===== src/rtl/dmem_arbiter.sv =====
// Two-port arbiter in front of a single-ported, word-wide, big-endian data memory.
// Sub-word stores become read-modify-write sequences; sub-word loads are lane-extracted.
module dmem_arbiter #(
  parameter int MEM_BYTES = 32,
  parameter int AW = 32
) (
  input  logic          CLK,
  input  logic          Reset,
  input  logic          a_req,
  input  logic          a_wr,
  input  logic [1:0]    a_size,
  input  logic [AW-1:0] a_addr,
  input  logic [31:0]   a_wdata,
  output logic [31:0]   a_rdata,
  output logic          a_ack,
  output logic          a_err,
  output logic          a_stall,
  input  logic          b_req,
  input  logic          b_wr,
  input  logic [1:0]    b_size,
  input  logic [AW-1:0] b_addr,
  input  logic [31:0]   b_wdata,
  output logic [31:0]   b_rdata,
  output logic          b_ack,
  output logic          b_err,
  output logic [AW-1:0] mem_addr,
  output logic          mem_we,
  output logic [31:0]   mem_wdata,
  input  logic [31:0]   mem_rdata
);

  typedef enum logic [2:0] {IDLE, RD, CAP, WR, ERR} state_t;

  state_t      state;
  logic        gnt;        // 0 = port A owns the current transaction, 1 = port B
  logic        last_gnt;
  logic        wr_r;
  logic [1:0]  size_r;
  logic [1:0]  offset_r;
  logic [15:0] wdata_r;
  logic        ack_r;
  logic        err_r;

  logic          pick_b;
  logic          sel_wr;
  logic [1:0]    sel_size;
  logic [AW-1:0] sel_addr;
  logic [31:0]   sel_wdata;
  logic          sel_bad;

  // Both requesting: take the port that was not granted last.
  always_comb begin
    pick_b    = b_req & (~a_req | ~last_gnt);
    sel_wr    = pick_b ? b_wr    : a_wr;
    sel_size  = pick_b ? b_size  : a_size;
    sel_addr  = pick_b ? b_addr  : a_addr;
    sel_wdata = pick_b ? b_wdata : a_wdata;
    sel_bad   = (sel_size == 2'b11)
              | ((sel_size == 2'b01) & sel_addr[0])
              | ((sel_size == 2'b10) & (sel_addr[1:0] != 2'b00))
              | (sel_addr >= AW'(MEM_BYTES));
  end

  logic [7:0]  rd_lane    [4];
  logic [7:0]  wr_lane    [4];
  logic [7:0]  merge_lane [4];
  logic [3:0]  lane_en;
  logic [31:0] merge_word;
  logic [31:0] load_data;

  always_comb begin
    lane_en = 4'b0000;
    if (size_r == 2'b00)
      lane_en = 4'b0001 << offset_r;
    else if (size_r == 2'b01)
      lane_en = offset_r[1] ? 4'b1100 : 4'b0011;
  end

  // Lane gi is byte offset gi, i.e. bits [31-8*gi -: 8] of the big-endian word.
  for (genvar gi = 0; gi < 4; gi++) begin : g_lane
    assign rd_lane[gi]    = mem_rdata[31-8*gi -: 8];
    assign wr_lane[gi]    = (size_r == 2'b01 && (gi % 2) == 0) ? wdata_r[15:8] : wdata_r[7:0];
    assign merge_lane[gi] = lane_en[gi] ? wr_lane[gi] : rd_lane[gi];
  end

  assign merge_word = {merge_lane[0], merge_lane[1], merge_lane[2], merge_lane[3]};

  always_comb begin
    load_data = mem_rdata;
    if (size_r == 2'b00)
      load_data = {24'd0, rd_lane[offset_r]};
    else if (size_r == 2'b01)
      load_data = {16'd0, rd_lane[{offset_r[1], 1'b0}], rd_lane[{offset_r[1], 1'b1}]};
  end

  always_ff @(posedge CLK) begin
    if (!Reset) begin
      state     <= IDLE;
      gnt       <= 1'b0;
      last_gnt  <= 1'b1;
      wr_r      <= 1'b0;
      size_r    <= 2'b00;
      offset_r  <= 2'b00;
      wdata_r   <= '0;
      ack_r     <= 1'b0;
      err_r     <= 1'b0;
      mem_we    <= 1'b0;
      mem_addr  <= '0;
      mem_wdata <= '0;
    end else begin
      ack_r  <= 1'b0;
      err_r  <= 1'b0;
      mem_we <= 1'b0;
      case (state)
        IDLE: begin
          if (a_req | b_req) begin
            gnt      <= pick_b;
            last_gnt <= pick_b;
            wr_r     <= sel_wr;
            size_r   <= sel_size;
            offset_r <= sel_addr[1:0];
            wdata_r  <= sel_wdata[15:0];
            if (sel_bad) begin
              state <= ERR;
              ack_r <= 1'b1;
              err_r <= 1'b1;
            end else if (sel_wr && sel_size == 2'b10) begin
              state     <= WR;
              mem_addr  <= {sel_addr[AW-1:2], 2'b00};
              mem_wdata <= sel_wdata;
              mem_we    <= 1'b1;
              ack_r     <= 1'b1;
            end else begin
              state    <= RD;
              mem_addr <= {sel_addr[AW-1:2], 2'b00};
            end
          end
        end
        RD: begin
          state <= CAP;
          // Loads complete in CAP, when the read word arrives.
          if (!wr_r)
            ack_r <= 1'b1;
        end
        CAP: begin
          if (wr_r) begin
            state     <= WR;
            mem_wdata <= merge_word;
            mem_we    <= 1'b1;
            ack_r     <= 1'b1;
          end else begin
            state <= IDLE;
          end
        end
        WR:      state <= IDLE;
        ERR:     state <= IDLE;
        default: state <= IDLE;
      endcase
    end
  end

  assign a_ack   = ack_r & ~gnt;
  assign b_ack   = ack_r & gnt;
  assign a_err   = err_r & ~gnt;
  assign b_err   = err_r & gnt;
  assign a_rdata = (a_ack && state == CAP) ? load_data : 32'd0;
  assign b_rdata = (b_ack && state == CAP) ? load_data : 32'd0;
  assign a_stall = a_req & ~a_ack;

endmodule


===== config.mk =====
export PLATFORM = sky130hd
export DESIGN_NAME = dmem_arbiter
export DESIGN_NICKNAME = d
export VERILOG_FILES = /design/src/rtl/dmem_arbiter.sv
export SDC_FILE = /design/constraint.sdc
export NUM_CORES = 1
export LEC_CHECK = 0
export ABC_AREA = 1
export CAP_MARGIN = 20
export CORE_MARGIN = 2
export CORE_UTILIZATION = 40
export DETAILED_ROUTE_END_ITERATION = 12
export PLACE_DENSITY = 0.81
export SYNTH_ARGS = -nofsm -noshare
export SYNTH_HDL_FRONTEND = slang
export SYNTH_SLANG_ARGS = --single-unit

===== constraint.sdc =====
create_clock -name CLK -period 2.23 [get_ports CLK]
set_input_delay 0.446 -clock CLK [delete_from_list [all_inputs] [get_ports CLK]]
set_output_delay 0.446 -clock CLK [all_outputs]
set_load 0.05 [all_outputs]

==> results of run 1 <==
## cells by family (layout without fill, tap and decap cells)
| kind of cell | count (synthesis) | after routing | synth area share |
|---|---|---|---|
| AOI/OAI and AO/OA | 201 | 201 | 0.188 |
| muxes | 18 | 18 | 0.0311 |
| buffers and inverters | 170 | 530 | 0.121 |
| and+or+nand+nor | 473 | 477 | 0.345 |
| DFF | 91 | 91 | 0.314 |
| other | 1 | 2 | 0.000646 |
## layout by cell type (no fill, tap or decap), drive strengths merged, types with 2 or more instances in the layout
cell	synthesis	routed
a22oi	7	7
o21ai	96	96
nor2	167	169
buf	27	169
clkdlybuf4s50	0	223
nor3	33	33
a221oi	8	8
nand3	32	32
conb	1	2
clkbuf	37	14
dfxtp	91	91
nand3b	11	11
clkinv	0	3
mux2i	18	18
nand2	201	203
inv	106	108
and3	27	27
o22ai	19	19
dlygate4sd2	0	5
a21oi	68	68
dlymetal6s2s	0	5
## state kept, by name, indices dropped and copies added (netlist names), 2 cells and up
| signal | flops |
|---|---|
| mem_wdata | 32 |
| offset_r | 2 |
| wdata_r | 16 |
| mem_addr | 30 |
| size_r | 2 |
| state | 3 |
## worst max path at each step
stage | start | endpoint | slack [ns] | depth (start not counted)
after floorplan | gnt | a_rdata[28] | -0.24 | 4
after global placement | b_req | mem_wdata[5] | -0.59 | 13
after detailed placement | b_req | mem_wdata[19] | -0.69 | 13
after CTS | mem_rdata[10] | a_rdata[2] | -0.005 | 9
after global routing | offset_r[1] | a_rdata[2] | -0.28 | 9
final | offset_r[1] | a_rdata[2] | -0.27 | 9
## power by group through the flow
stage / combinational, W / sequential (W) / clock, W
after global placement: 0.00149 / 0.00178 / 0
final: 0.00185 / 0.00176 / 0.00160
after floorplan: 0.000738 / 0.00182 / 0
after CTS: 0.00164 / 0.00175 / 0.00161
after detailed placement: 0.00151 / 0.00178 / 0
after global routing: 0.00196 / 0.00176 / 0.00170
## through the flow
| step | cell area (um^2) | setup TNS, ns | total power (W) | setup slack [ns] | hold slack, ns |
|---|---|---|---|---|---|
| finish | 11600 | -1.75 | 0.00521 | -0.266 | 0.480 |
| global route | 11600 | -4.81 | 0.00542 | -0.280 | 0.502 |
| CTS | 11100 | -0.00467 | 0.00500 | -0.00467 | 0.483 |
| detailed placement | 10400 | -38.28 | 0.00329 | -0.693 | 0.472 |
| global placement | 10400 | -35.56 | 0.00327 | -0.594 | 0.463 |
| floorplan | 6130 | -5.84 | 0.00256 | -0.238 | 0.448 |
## tightest hold or removal path, cell delays in order (launching register included)
cell	delay (ns)
dfxtp_2	0.35
nand2_1	0.05
nand3_1	0.05
## final cells by class
| cell class | instances | area share |
|---|---|---|
| clock buffer | 9 | 0.0195 |
| multi-input combinational | 698 | 0.349 |
| tap | 184 | 0.0199 |
| inverter | 106 | 0.0358 |
| clock inverter | 7 | 0.00801 |
| timing repair buffer | 408 | 0.409 |
| sequential | 91 | 0.159 |
## metal layers
layer,vias up,GRT usage,routed length [um]
met1,3818,0.377,10400
met2,628,0.569,14200
li1,3820,-,-
met4,0,0.0958,1340
met3,105,0.0717,3040
met5,-,0,0
## timing repair
item / 4_1_cts / 5_1_grt
pin swaps: 8 / 19
buffers inserted: 7 / 13
hold buffers: 0 / 0
resized for setup: 72 / 68
endpoints found under the setup margin: 113 / 93
cloned: 4 / 7
==> flow_summary.ini, run 1 <==
[min_path]
min_to = last_gnt
min_from = last_gnt
holdPathStages = 2
hp-class = register to register

[setup_path]
path_max_fanout = 8
r2r_setup_slack_ns = 0.01
critPathTopFamily = compound AO/OA/AOI/OAI gates
crit_type = register to output port
cp.arrival_ns = 2.05
critPathCaptureType = output port
reg2reg_depth = 11
critPathBufInv = 3
reg2reg_from = state[2]
cpPeakStageDelay_ns = 0.39
cp-start-kind = register
crit_path_top_delay_cell = dfxtp_4
critical_path.cell_chain = buf_6 > nand2_8 > o22ai_1 > a221oi_1 > nand2_1 > o21ai_1 > buf_4 > nor2_2 > buf_12
cp.required_ns = 1.78
timing.rr.end = mem_wdata[5]

[synthesis]
netlist_instances = 954
synth-warning-count = 0
ys_ff_latch = 91
synthArstFlopShare = 0
synth_area_um2 = 5800
synth_top_area_frac = 0.314
synth_commonest_cells = nand2_1 (196), nor2_1 (164), inv_1 (105)
synth_edf_count = 0
ys_seq_area_frac = 0.314
yosysUniqueCellTypes = 31
synth.largest_area_cell = dfxtp_1
synth_most_common_cell = nand2_1
synthFlopType = dfxtp_1
syn_avg_cell_area_um2 = 6.08
yosys-top-cells-area = dfxtp_1 (31%), nand2_1 (13%), nor2_1 (11%)

[pwr]
ir_worst_vdd_uv = 484
seqPwrFrac = 0.337
leakage_nw = 5.27
power.density_nw_per_um2 = 451
p_int_w = 0.00340
p_comb_frac = 0.356
switching_share = 0.347
switchingPower_w = 0.00181
power_frac_clock = 0.307

[sta]
fin_ws_ns = -0.266
slew_viol_final = 0
skew_ns = 0.00914
fmax_mhz = 401
period_minus_slack_ns = 2.50
rsz0062_at_grt = true
setup_viol = 31
post-route-period-util = 1.12
relSlewSlack = 0.564
hold_viol = 0
worstMarginPinSlew_ns = 0.653

[layout]
fin_util = 0.804
regArea_um2 = 1840
layout.nets = 1484
fillers = 889
drive_gt1_frac = 0.249
num_antenna_cells = 0
syn2layout_area_growth_pct = 99.2
instances_no_fill = 1503
multi_input_area_um2 = 4030

[global_route]
grt_pass1_wl_um = 39900
grt_pass1_vias = 7535
antenna_found_initial = 0
track_usage = 0.317
grt-ovfl-total = 0
grt_max_degree = 53

[die]
die_height_um = 124
core_area_um2 = 14400
initial_core_util = 0.404
dieArea_um2 = 15500
io_pins = 304
fp.dieW_um = 124
rows = 44

[clock_network]
cts_buffer_depth = 2
cts_max_level = 3
root_buffer = clkbuf_16
clkTransAtPathRegs_ns = 0.07
cts_sinks = 91
cts_tree = done
clk_latency_ns = 0.34
cts_buffers = 9

[detailed_routing]
drc = 0
ant_nets = 0
wire_per_inst_um = 19.3
drt-pass1-iter-count = 6
vias = 8371
viasPerCell = 5.57
drtIter0Drc = 926
routed_wl_um = 28900

[status]
violations = negative setup slack
status = finished, violations left

[run]
cap_violations = 0

[placed_design]
finalWeightedCongestion = 0.930
hpwlAfterDp_um = 18900
port_buffers = 301
placed_cells = 1457
(Power assumes the default switching activity.)
==> inputs of run 2 (changes only) <==
--- a/config.mk
+++ b/config.mk
@@ -6,6 +6,7 @@
 export NUM_CORES = 1
 export LEC_CHECK = 0
 export ABC_AREA = 1
+export ABC_CLOCK_PERIOD_IN_PS = 2230
 export CAP_MARGIN = 20
 export CORE_MARGIN = 2
 export CORE_UTILIZATION = 40
==> results of run 2 <==
Same layout as run 1: the final DEF is identical, and so are final timing and power.
